`config.mk`:
```
export PLATFORM = sky130hd
export DESIGN_NAME = sram_arbiter
export DESIGN_NICKNAME = d
export VERILOG_FILES = /design/src/rtl/hack_mem_pkg.sv /design/src/rtl/sram_arbiter.sv
export SDC_FILE = /design/constraint.sdc
export NUM_CORES = 1
export LEC_CHECK = 0
export CAP_MARGIN = 5
export CORE_MARGIN = 2
export CORE_UTILIZATION = 39
export DETAILED_ROUTE_END_ITERATION = 10
export GPL_TIMING_DRIVEN = 0
export MAX_ROUTING_LAYER = met4
export PLACE_DENSITY = 0.95
export SLEW_MARGIN = 20
export SYNTH_ARGS = -nofsm -noshare
export SYNTH_HDL_FRONTEND = slang
export SYNTH_SLANG_ARGS = --single-unit
```
`constraint.sdc`:
```
create_clock -name clk -period 5.25 [get_ports clk]
set_clock_uncertainty 0.15 [all_clocks]
set_input_delay 1.05 -clock clk [delete_from_list [all_inputs] [get_ports clk]]
set_output_delay 1.05 -clock clk [all_outputs]
set_load 0.01 [all_outputs]
```
`src/rtl/hack_mem_pkg.sv`:
```
// Shared memory-side types for the Hack SRAM path.
// Owner tags travel with reads so returned data reaches the right port.
// Strobe constant for full-word accesses.
package hack_mem_pkg;

  typedef enum logic [1:0] {
    OWN_NONE,
    OWN_CPU,
    OWN_VID
  } mem_owner_t;

  localparam logic [1:0] STROBE_FULL = 2'b11;

endpackage

```
`src/rtl/sram_arbiter.sv`:
```
// Two-port SRAM arbiter (video priority, CPU starvation guard, read->write turnaround bubble).
// Latency: gnt combinational; read data returned to the owning port 2 cycles after issue.
// Backpressure: requests are held until gnt; a losing port simply sees gnt low.
module sram_arbiter
  import hack_mem_pkg::*;
#(
  parameter int AW           = 18,
  parameter int DW           = 16,
  parameter int CPU_MAX_WAIT = 4
) (
  input  logic            clk,
  input  logic            reset,
  input  logic            cpu_read,
  input  logic            cpu_write,
  input  logic [AW-1:0]   cpu_address,
  input  logic [DW-1:0]   cpu_wdata,
  output logic            cpu_gnt,
  output logic            cpu_rvalid,
  output logic [DW-1:0]   cpu_rdata,
  input  logic            vid_req,
  input  logic [AW-1:0]   vid_address,
  output logic            vid_gnt,
  output logic            vid_rvalid,
  output logic [DW-1:0]   vid_rdata,
  output logic            mem_read,
  output logic            mem_write,
  output logic [AW-1:0]   mem_address,
  output logic [DW-1:0]   mem_wdata,
  output logic [DW/8-1:0] mem_strobe,
  input  logic [DW-1:0]   mem_rdata
);

  localparam logic [3:0] MAX_WAIT = 4'(CPU_MAX_WAIT);

  // Owner-tag pipe: tag0 = read issued last cycle (data on mem_rdata now),
  // tag1 = read whose data sits in an rdata register this cycle.
  mem_owner_t tag0_q, tag0_d;
  mem_owner_t tag1_q;
  logic       last_was_read_q;
  logic [3:0] wait_cnt_q, wait_cnt_d;
  logic [DW-1:0] cpu_rdata_q;
  logic [DW-1:0] vid_rdata_q;

  logic cpu_pend;
  logic cpu_eligible;
  logic cpu_forced;
  logic cpu_win;
  logic vid_win;

  // A write arriving right after a read would collide with read data on the bus.
  assign cpu_pend     = cpu_read | cpu_write;
  assign cpu_eligible = cpu_pend & ~(cpu_write & last_was_read_q);
  assign cpu_forced   = cpu_pend & (wait_cnt_q == MAX_WAIT);

  // Arbitration: forced CPU, then video, then CPU. A forced CPU blocked by
  // turnaround idles the bus so video cannot steal its slot again.
  always_comb begin
    cpu_win = 1'b0;
    vid_win = 1'b0;
    if (!reset) begin
      if (cpu_forced) begin
        cpu_win = cpu_eligible;
      end else if (vid_req) begin
        vid_win = 1'b1;
      end else begin
        cpu_win = cpu_eligible;
      end
    end
  end

  assign cpu_gnt = cpu_win;
  assign vid_gnt = vid_win;

  // Memory command mux of the granted port; write wins over read on the CPU side.
  always_comb begin
    mem_read    = 1'b0;
    mem_write   = 1'b0;
    mem_address = '0;
    mem_wdata   = '0;
    mem_strobe  = '0;
    tag0_d      = OWN_NONE;
    if (cpu_win) begin
      mem_read    = ~cpu_write;
      mem_write   = cpu_write;
      mem_address = cpu_address;
      mem_wdata   = cpu_wdata;
      mem_strobe  = STROBE_FULL;
      tag0_d      = cpu_write ? OWN_NONE : OWN_CPU;
    end else if (vid_win) begin
      mem_read    = 1'b1;
      mem_address = vid_address;
      mem_strobe  = STROBE_FULL;
      tag0_d      = OWN_VID;
    end
  end

  // Starvation counter: counts lost cycles while the CPU waits, saturating.
  always_comb begin
    wait_cnt_d = wait_cnt_q;
    if (!cpu_pend || cpu_win) begin
      wait_cnt_d = '0;
    end else if (wait_cnt_q < MAX_WAIT) begin
      wait_cnt_d = wait_cnt_q + 4'd1;
    end
  end

  // Control state: tag pipe, turnaround flag, starvation counter.
  always_ff @(posedge clk) begin
    if (reset) begin
      tag0_q          <= OWN_NONE;
      tag1_q          <= OWN_NONE;
      last_was_read_q <= 1'b0;
      wait_cnt_q      <= '0;
    end else begin
      tag0_q          <= tag0_d;
      tag1_q          <= tag0_q;
      last_was_read_q <= mem_read;
      wait_cnt_q      <= wait_cnt_d;
    end
  end

  // Capture returning read data into the owner's register; hold otherwise.
  always_ff @(posedge clk) begin
    if (reset) begin
      cpu_rdata_q <= '0;
      vid_rdata_q <= '0;
    end else begin
      if (tag0_q == OWN_CPU) cpu_rdata_q <= mem_rdata;
      if (tag0_q == OWN_VID) vid_rdata_q <= mem_rdata;
    end
  end

  assign cpu_rvalid = ~reset & (tag1_q == OWN_CPU);
  assign vid_rvalid = ~reset & (tag1_q == OWN_VID);
  assign cpu_rdata  = cpu_rdata_q;
  assign vid_rdata  = vid_rdata_q;

endmodule

```
# Word level (Yosys, flattened, before mapping)
# Cells that the tools add are included.
word_totals:
  out_inout_bits: 74
  regBits: 41
  input_bits: 73
  wordCells: 42
op_classes:
  n_lt_le_gt_ge: 1
  n_reduce_logical: 3
  eq_ne: 5
  add_sub_neg: 1
  bitwise_logic: 9
  mux: 17
op_table:
  columns: ["cell", "count"]
  rows:
  - ["18-bit 2-to-1 mux", 2]
  - ["16-bit 2-to-1 mux", 1]
  - ["1-bit 2-to-1 mux", 10]
  - ["2-bit 2-to-1 mux", 4]
  - ["1-bit bitwise AND", 5]
  - ["4-bit by 1-bit adder with 4-bit output (second input constant)", 1]
  - ["2-bit by 1-bit equality test with 1-bit output (second input constant)", 2]
  - ["2-bit equality test (second input constant)", 2]
  - ["4-bit by 3-bit equality test with 1-bit output (second input constant)", 1]
  - ["4-bit by 3-bit < comparator with 1-bit output (second input constant)", 1]
  - ["1-bit inverter", 3]
  - ["2-bit OR reduction", 1]
  - ["1-bit logical NOT", 1]
  - ["1-bit logical OR", 1]
  - ["1-bit bitwise OR", 1]

# Depth between registers and ports, before layout
# Gate-level depths: netlist of the first run.
depth:
  depth_word: 8
  ltp_mapped: 7
  ltp_nobuf: 5

# Least setup slack after synthesis of the first run
# Ideal clock, no wire load.
synth_timing:
  path_kind: "input port to output port"
  from: "in cpu_write"
  to: "out mem_strobe[1]"
  required_ns: 4.050
  path_stages: 5
  t_arrival_ns: 1.932
  path_slack_ns: 2.118
  n_path_buf: 3
  cell_sequence: "and2b_1 -> buf_4 -> buf_2 -> o31a_1 -> buf_4"
synth_between:
  elab_chain_cells: 7
  elab_cells_between_ends: 12
  cone_classes: "mux (7); bitwise (5)"
synth_rtl:
  columns: ["element", "line", "text"]
  rows:
  - ["start, declared", "sram_arbiter.sv:14", "input logic cpu_write,"]
  - ["1-bit bitwise AND", "sram_arbiter.sv:52", "assign cpu_eligible = cpu_pend & ~(cpu_write & last_was_read_q);"]
  - ["1-bit inverter", "sram_arbiter.sv:52", null]
  - ["1-bit bitwise AND", "sram_arbiter.sv:52", null]
  - ["1-bit 2-to-1 mux", "sram_arbiter.sv:63", "end else if (vid_req) begin"]
  - ["1-bit 2-to-1 mux", "sram_arbiter.sv:61", "if (cpu_forced) begin"]
  - ["1-bit 2-to-1 mux", "sram_arbiter.sv:60", "if (!reset) begin"]
  - ["2-bit 2-to-1 mux (*)", "sram_arbiter.sv:82", "if (cpu_win) begin"]
  - ["end, declared", "sram_arbiter.sv:29", "output logic [DW/8-1:0] mem_strobe,"]
# Mark *: on every way between the ends. The rest lies on a longest branch, timed or not.

# Worst setup path after layout of the first run
layout_timing:
  from: "in cpu_write"
  to: "out mem_address[5]"
layout_between:
  elab_chain_cells: 7
  elab_cells_between_ends: 12
  cone_classes: "mux (7); bitwise (5)"
layout_rtl:
  columns: ["element", "line", "text"]
  rows:
  - ["1-bit bitwise AND", "sram_arbiter.sv:52", null]
  - ["1-bit inverter", "sram_arbiter.sv:52", null]
  - ["1-bit bitwise AND", "sram_arbiter.sv:52", null]
  - ["1-bit 2-to-1 mux", "sram_arbiter.sv:63", null]
  - ["1-bit 2-to-1 mux", "sram_arbiter.sv:61", null]
  - ["1-bit 2-to-1 mux", "sram_arbiter.sv:60", null]
  - ["18-bit 2-to-1 mux (*)", "sram_arbiter.sv:82", null]
  - ["end, declared", "sram_arbiter.sv:27", "output logic [AW-1:0] mem_address,"]
# Marked as above.

==> flow_summary.toml, run 1 <==
[flow_run]
cap_viol_max_count = 0

[clocking]
cts_made_buffers = 5
cts_hold_buf = 0
cts_resized = 0
root_buffer = "clkbuf_8"
clkLatencyLatePin_ps = 290
cts_max_level = 2
clkTransAtPathRegs_ps = 70
cts_setup_buffers = 0
cts_tree = "yes"
clockBufferDepth = 2
cts_sinks = 41

[drt]
vias = 2523
route.met3.wl_um = 565
remaining_drc_errors = 0
first_pass_iters = 4
routed_wl_mm = 7.21
drt_iter0_drc = 71
top_layer_used = "met4"
via_per_inst = 5.01
met2_length_mm = 3.69
wl_per_cell_um = 14.3
antenna_left = 0
wl_met1_mm = 2.80

[grt]
grt_remaining_overflow = 0
antenna_found_initial = 0
grt_pass1_wl_mm = 11.2
grt_max_degree = 14
grt_pass1_vias = 2552
gr-usage-all-layers = 0.226

[setup_path]
r2r_start = "wait_cnt_q[0]"
critPathMaxFanout = 10
cp-end-kind = "primary output"
crit_path_start = "cpu_write"
arrival_ps = 3090
criticalPathCategory = "in2out"
start_kind = "input port"
rrSetupSlack_ps = 3660
required_ps = 4050

[cells_and_area]
n_fill_cell = 442
area_growth_pct = 74.2
layout_commonest_cell = "clkdlybuf4s50_1"
antenna_cells = 0
nets = 506
layout_common_cells = "clkdlybuf4s50_1 (146), nand2_1 (82), dfxtp_1 (41), a21oi_1 (34)"
drive_gt1_frac = 0.0903

[die]
die_h_um = 80.0
start_util = 0.407
rows = 27
die_area_sq_mm = 0.00640
die_w_um = 80.0
boundaryPins = 147
core-area_sq_mm = 0.00554

[synthesis]
synthTopCellsByArea = "dfxtp_1 (36%), nand2_1 (14%), nor3b_2 (9.4%)"
syn-mean-instance-area_sq_um = 8.11
synth_cells = 278
ys_seq_area_frac = 0.364
yosysWarningCount = 0
synth_cell_types = 31
synth_top_area_share = 0.364
synth_nets = 353
synth_largest_area_cell = "dfxtp_1"
synth-seq-cells = 41
syn_area_sq_mm = 0.00225

[placed_design]
gp_congestion = 0.744
place.detailed.hpwl_mm = 5.68
numPortBuffers = 146

[status]
status = "complete, no violations"

[sta]
slew_violations = 0
fin_crit_sh = 0.818
finalSetupViolCount = 0
fmax_ghz = 0.233
fin_crit_ps = 4290
tns_ps = 0
worst_slew_pin_slew_ps = 463
hold_viol = 0
relSlewSlack = 0.691
hold_ws_ps = 308
grt_setup_unrepaired = "false"

[pwr]
power_mw = 0.799
p_leak_nw = 1.41
ir_drop_mv = 0.138
p_per_area_mw_per_mm2 = 204

[hold_path]
holdCritStartpoint = "vid_rdata[15]"
min_path_type = "reg2reg"
## state kept, by name (all words and copies together) (netlist names)
| name | flops |
|---|---|
| cpu_rdata | 16 |
| vid_rdata | 16 |
| wait_cnt_q | 4 |
| tag0_q | 2 |
| tag1_q | 2 |
| last_was_read_q | 1 |
## final timing paths
path | end | cells after the start
worst max-delay path | mem_address[5] | 7
worst min-delay path | vid_rdata[15] | 2
worst max register to register | last_was_read_q | 7
worst min register to register | vid_rdata[15] | 2
## critical path, cell delays in order
cell and delay [ps]:
clkdlybuf4s50_1 500, nor2_1 270, o21a_1 180, buf_6 140
buf_8 160, mux2i_1 220, clkdlybuf4s50_1 580
## synth_stat cells
| cell | count |
|---|---|
| mux2i_1 | 17 |
| and2b_1 | 1 |
| o21ai_1 | 1 |
| buf_2 | 5 |
| o21ai_0 | 3 |
| o31a_1 | 2 |
| clkbuf_1 | 12 |
| buf_1 | 2 |
| and2_1 | 3 |
| o2111ai_1 | 1 |
| nor3b_2 | 17 |
| a21oi_1 | 34 |
| buf_6 | 3 |
| buf_4 | 4 |
| o31ai_1 | 1 |
| ha_1 | 2 |
| nor3b_1 | 2 |
| nand2b_1 | 3 |
| o311a_1 | 1 |
| buf_8 | 2 |
| a21boi_0 | 1 |
| nor2b_1 | 5 |
| inv_1 | 5 |
| nand3b_1 | 2 |
| nor3_1 | 1 |
| o21a_1 | 3 |
| and3b_1 | 1 |
| o211ai_1 | 17 |
| nand2_1 | 82 |
| nor2_1 | 4 |
| dfxtp_1 | 41 |
## cells by family (layout without fill, tap and decap cells)
| kind of cell | count (synthesis) | count (layout) | synth area share |
|---|---|---|---|
| and+or+nand+nor | 121 | 121 | 0.291 |
| AOI/OAI and AO/OA | 64 | 64 | 0.174 |
| DFF | 41 | 41 | 0.364 |
| buffers and inverters | 33 | 187 | 0.0844 |
| muxes | 17 | 17 | 0.0755 |
| adders and majority gates | 2 | 2 | 0.0111 |
## metal layers
metal,GRT usage,vias up
met2,0.417,120
li1,-,1243
met4,0.0746,0
met1,0.231,1144
met5,-,-
met3,0.0588,16
## final cells by class
| type | instances | area, sq um | share of cell area |
|---|---|---|---|
| Sequential cell | 41 | 821 | 0.209 |
| Multi-Input combinational cell | 204 | 1240 | 0.317 |
| Buffer | 28 | 171 | 0.0437 |
| Inverter | 5 | 18.8 | 0.00478 |
| Tap cell | 72 | 90.1 | 0.0230 |
| Clock buffer | 6 | 82.6 | 0.0210 |
| Clock inverter | 2 | 37.5 | 0.00956 |
| Timing Repair Buffer | 146 | 1460 | 0.372 |
## per-stage QoR
step / setup slack (ps) / instance area (sq um) / utilization / std cells
floorplan: 2120 / 2250 / - / 278
global placement: 943 / 3800 / 0.687 / 496
detailed placement: 945 / 3800 / 0.687 / 496
CTS: 941 / 3930 / 0.708 / 504
global route: 823 / 3930 / 0.708 / 504
finish: 957 / 3930 / 0.708 / 504
## power by group
| part | internal [mW] | leakage (nW) | switching (mW) |
|---|---|---|---|
| combinational | 0.122 | 1.02 | 0.0852 |
| clock | 0.155 | 0.0574 | 0.109 |
| sequential | 0.322 | 0.334 | 0.00649 |
| total | 0.599 | 1.41 | 0.200 |
(Power assumes the default switching activity.)
==> run 2, diff against run 1 <==
--- a/config.mk
+++ b/config.mk
@@ -7,11 +7,11 @@
 export LEC_CHECK = 0
 export CAP_MARGIN = 5
 export CORE_MARGIN = 2
-export CORE_UTILIZATION = 39
+export CORE_UTILIZATION = 33
 export DETAILED_ROUTE_END_ITERATION = 10
 export GPL_TIMING_DRIVEN = 0
 export MAX_ROUTING_LAYER = met4
-export PLACE_DENSITY = 0.95
+export PLACE_DENSITY = 0.87
 export SLEW_MARGIN = 20
 export SYNTH_ARGS = -nofsm -noshare
 export SYNTH_HDL_FRONTEND = slang
==> constraint.sdc (replaced) <==
create_clock -name clk -period 3.87 [get_ports clk]
set_clock_uncertainty 0.15 [all_clocks]
set_input_delay 0.774 -clock clk [delete_from_list [all_inputs] [get_ports clk]]
set_output_delay 0.774 -clock clk [all_outputs]
set_load 0.01 [all_outputs]
==> run 2 against run 1 <==
Die area is 17% higher. Sequential share of layout area is 0.060 points lower. Global-route usage is 3.1 points lower. Wire length is 1.0% lower. Sequential power is 36% higher.
==> flow_summary.toml, run 2 (synthesized netlist as in run 1, its figures left out) <==
[clocking]
cts_max_level = 2
cts_made_buffers = 5
cts_tree = "yes"
cts_hold_buf = 0
root_buffer = "clkbuf_8"
clkLatencyLatePin_ps = 280
cts_sinks = 41
clkTransAtPathRegs_ps = 70
cts_resized = 0
clockBufferDepth = 2
cts_setup_buffers = 0

[sta]
hold_viol = 0
grt_setup_unrepaired = "false"
tns_ps = 0
fin_crit_ps = 3730
relSlewSlack = 0.677
hold_ws_ps = 309
worst_slack_ps = 139
finalSetupViolCount = 0
slew_violations = 0
fmax_ghz = 0.268
fin_crit_sh = 0.964
worst_slew_pin_slew_ps = 485

[die]
start_util = 0.337
rows = 30
boundaryPins = 147
core-area_sq_mm = 0.00668
die_area_sq_mm = 0.00751
die_h_um = 86.6
die_w_um = 86.6

[setup_path]
start_kind = "input port"
critPathMaxFanout = 10
cp-end-kind = "primary output"
criticalPathCategory = "in2out"
r2r_cells = 7
arrival_ps = 2810
required_ps = 2950

[drt]
wl_per_cell_um = 13.9
antenna_left = 0
via_per_inst = 4.94
drt_iter0_drc = 70
routed_wl_mm = 7.13
first_pass_iters = 4
vias = 2529
remaining_drc_errors = 0

[placed_design]
gp_congestion = 0.812
place_area_sq_mm = 0.00381
place_ws_ps = 92.8
place.detailed.hpwl_mm = 5.76
numPortBuffers = 146

[pwr]
p_per_area_mw_per_mm2 = 274
p_leak_nw = 1.42
ir_drop_mv = 0.203

[grt]
gr-usage-all-layers = 0.195
grt_remaining_overflow = 0
grt_max_degree = 13
grt_pass1_wl_mm = 11.4
grt_pass1_vias = 2572
antenna_found_initial = 0

[cells_and_area]
nets = 506
antenna_cells = 0
fin_area_sq_mm = 0.00394
layout_common_cells = "clkdlybuf4s50_1 (146), nand2_1 (82), dfxtp_1 (41), a21oi_1 (34)"
layout_commonest_cell = "clkdlybuf4s50_1"
drive_gt1_frac = 0.0949
n_fill_cell = 580
area_growth_pct = 74.7

[hold_path]
hold_path_depth = 2
min_path_type = "reg2reg"

[status]
status = "complete, no violations"

[flow_run]
cap_viol_max_count = 0
[run 2: cell type report]
class,instances,area [sq um],share of cell area
sequential,41,821,0.209
tap,80,100,0.0254
clock inverter,1,30.0,0.00763
buffer,28,174,0.0442
clock buffer,7,86.3,0.0219
multi-input combinational,204,1240,0.316
inverter,5,18.8,0.00477
timing repair buffer,146,1460,0.371
[run 2: through the flow]
stage | util | std cells | total power [mW]
2_1_floorplan | - | 278 | 0.572
3_3_place_gp | 0.571 | 504 | 0.732
3_5_place_dp | 0.571 | 504 | 0.739
4_1_cts | 0.588 | 512 | 1.09
5_1_grt | 0.589 | 512 | 1.13
6_report | 0.589 | 512 | 1.08
[run 2: routing by layer]
| metal | vias to the layer above | global-route usage | part of all wire |
|---|---|---|---|
| met5 | - | - | 0 |
| met4 | 0 | 0.0739 | 0.030 |
| met3 | 18 | 0.0562 | 0.070 |
| met2 | 113 | 0.341 | 0.50 |
| met1 | 1160 | 0.207 | 0.39 |
| li1 | 1238 | - | - |
[run 2: path summary, 6_finish.rpt]
kind / endpoint / from / slack [ps]
setup / recovery: mem_address[8] / cpu_write / 140
hold / removal: vid_rdata[1] / vid_rdata[1] / 310
setup reg to reg: last_was_read_q / wait_cnt_q[0] / 2240
hold reg to reg: vid_rdata[1] / vid_rdata[1] / 310
[run 2: critical path, cell delays in order]
cell,delay (ps)
clkdlybuf4s50_1,600
and2b_1,160
buf_4,160
buf_2,250
o211ai_1,100
mux2i_1,170
clkdlybuf4s50_1,580
[run 2: where the power goes]
part	internal (mW)	switching [mW]
clock	0.210	0.139
combinational	0.167	0.116
sequential	0.437	0.00852
total	0.814	0.264
==> run 3, diff against run 2 <==
--- a/config.mk
+++ b/config.mk
@@ -5,13 +5,13 @@
 export SDC_FILE = /design/constraint.sdc
 export NUM_CORES = 1
 export LEC_CHECK = 0
-export CAP_MARGIN = 5
+export CAP_MARGIN = 20
 export CORE_MARGIN = 2
 export CORE_UTILIZATION = 33
 export DETAILED_ROUTE_END_ITERATION = 10
 export GPL_TIMING_DRIVEN = 0
-export MAX_ROUTING_LAYER = met4
 export PLACE_DENSITY = 0.87
+export SETUP_SLACK_MARGIN = 0.1
 export SLEW_MARGIN = 20
 export SYNTH_ARGS = -nofsm -noshare
 export SYNTH_HDL_FRONTEND = slang
==> run 3 against run 2 <==
Worst hold slack is essentially flat. Global-route usage down 0.59 points. Maximum frequency rose by 3.7%. Final cell count unchanged. Die area unchanged. Sequential share of layout area about the same. Register-to-register slack about the same. Power up 0.39%. Critical endpoint unchanged. Largest power group unchanged.
==> flow_summary.toml, run 3 (synthesized netlist as in run 1, its figures left out) <==
[sta]
fin_crit_sh = 0.929
tns_ps = 0
finalSetupViolCount = 0
relSlewSlack = 0.676
fin_crit_ps = 3600
hold_viol = 0
fmax_ghz = 0.278
grt_setup_unrepaired = "false"
slew_violations = 0
worst_slew_pin_slew_ps = 486

[placed_design]
gp_congestion = 0.801
place.detailed.hpwl_mm = 5.76
numPortBuffers = 146
place_area_sq_mm = 0.00381
dp_cells = 504

[flow_run]
cap_viol_max_count = 0

[setup_path]
cp_cell_sequence = "clkdlybuf4s50_1 > nor2b_1 > clkbuf_2 > o211ai_1 > mux2i_1 > clkdlybuf4s50_1"
crit_top_cell = "clkdlybuf4s50_1"
arrival_ps = 2670
cp-end-kind = "primary output"
critPathSlowestCell = "clkdlybuf4s50_1"
crit_family = "buffers and inverters"
start_kind = "input port"
required_ps = 2950
criticalPathCategory = "in2out"
rrSetupSlack_ps = 2240
critPathMaxFanout = 10
worst-path-buf-inv = 3
cpPeakStageDelay_ps = 590

[cells_and_area]
final_util = 0.590
fin_area_sq_mm = 0.00394
seq_area_sq_um = 821
multi_input_area_sq_mm = 0.00124
n_fill_cell = 579
nets = 506
layout_commonest_cell = "clkdlybuf4s50_1"
area_growth_pct = 74.9
layout_common_cells = "clkdlybuf4s50_1 (145), nand2_1 (82), dfxtp_1 (41), a21oi_1 (34)"
drive_gt1_frac = 0.0949
antenna_cells = 0
instances_no_fill = 512

[die]
start_util = 0.337
rows = 30
die_area_sq_mm = 0.00751
boundaryPins = 147
die_h_um = 86.6
die_w_um = 86.6
core-area_sq_mm = 0.00668

[clocking]
clkLatencyLatePin_ps = 290
root_buffer = "clkbuf_8"
cts_made_buffers = 5
clockBufferDepth = 2
cts_setup_buffers = 0
clkTransAtPathRegs_ps = 70
cts_max_level = 2
cts_tree = "yes"
cts_sinks = 41

[status]
status = "complete, no violations"

[hold_path]
min_path_type = "reg2reg"

[grt]
gr-usage-all-layers = 0.189
grt_remaining_overflow = 0
grt_pass1_wl_mm = 11.4
grt_pass1_vias = 2568
antenna_found_initial = 0
grt_max_degree = 13

[drt]
remaining_drc_errors = 0
drt_iter0_drc = 99
routed_wl_mm = 7.14
wl_per_cell_um = 14.0
first_pass_iters = 4
antenna_left = 0
vias = 2526
via_per_inst = 4.93

[pwr]
p_per_area_mw_per_mm2 = 274
ir_drop_mv = 0.205
power_mw = 1.08
p_leak_nw = 1.43
-- run 3: worst paths after layout --
| kind | cells after the start | start | to |
|---|---|---|---|
| max | 6 | cpu_read | mem_address[8] |
| min | 2 | vid_rdata[1] | vid_rdata[1] |
| min reg2reg | 2 | vid_rdata[1] | vid_rdata[1] |
| max reg2reg | 7 | wait_cnt_q[0] | last_was_read_q |
-- run 3: worst reg2reg max path: stages, from the launching register on --
cell	delay, ps
dfxtp_1	330
inv_1	90
ha_1	190
nand3b_1	110
o21a_1	190
buf_6	140
buf_6	150
o21a_1	180
-- run 3: per-stage QoR --
step           setup WS [ps]  hold WS, ps
6_report                 273          310
5_1_grt                  155          333
4_1_cts                  114          311
3_5_place_dp            92.8          300
3_3_place_gp             132          294
2_1_floorplan           1290          318
-- run 3: metal layers --
| layer | wire, um | track usage | vias to the layer above | share of wire |
|---|---|---|---|---|
| met5 | 0 | 0 | - | 0 |
| met4 | 226 | 0.0824 | 0 | 0.032 |
| met3 | 564 | 0.0600 | 20 | 0.079 |
| met2 | 3610 | 0.342 | 111 | 0.51 |
| met1 | 2740 | 0.199 | 1155 | 0.38 |
| li1 | - | - | 1240 | - |
-- run 3: power breakdown --
group,internal [mW],switching [mW],total (mW)
logic,0.167,0.116,0.283
registers,0.437,0.00853,0.445
clock network,0.210,0.143,0.354
total,0.814,0.268,1.08
-- run 3: timing repair --
action | 4_1_cts | 5_1_grt
hold buffers | 0 | 0
cloned | 0 | 0
endpoints found under the setup margin | 2 | 18
gates resized for setup | 1 | 5
-- run 3: layout make-up --
| class | count | area share |
|---|---|---|
| multi-input cells | 204 | 0.316 |
| clock inverters | 1 | 0.00762 |
| plain buffers | 28 | 0.0448 |
| inverters | 5 | 0.00476 |
| repair buffers | 146 | 0.371 |
| well taps | 80 | 0.0254 |
| flip-flops and latches | 41 | 0.208 |
| clock buffers | 7 | 0.0219 |
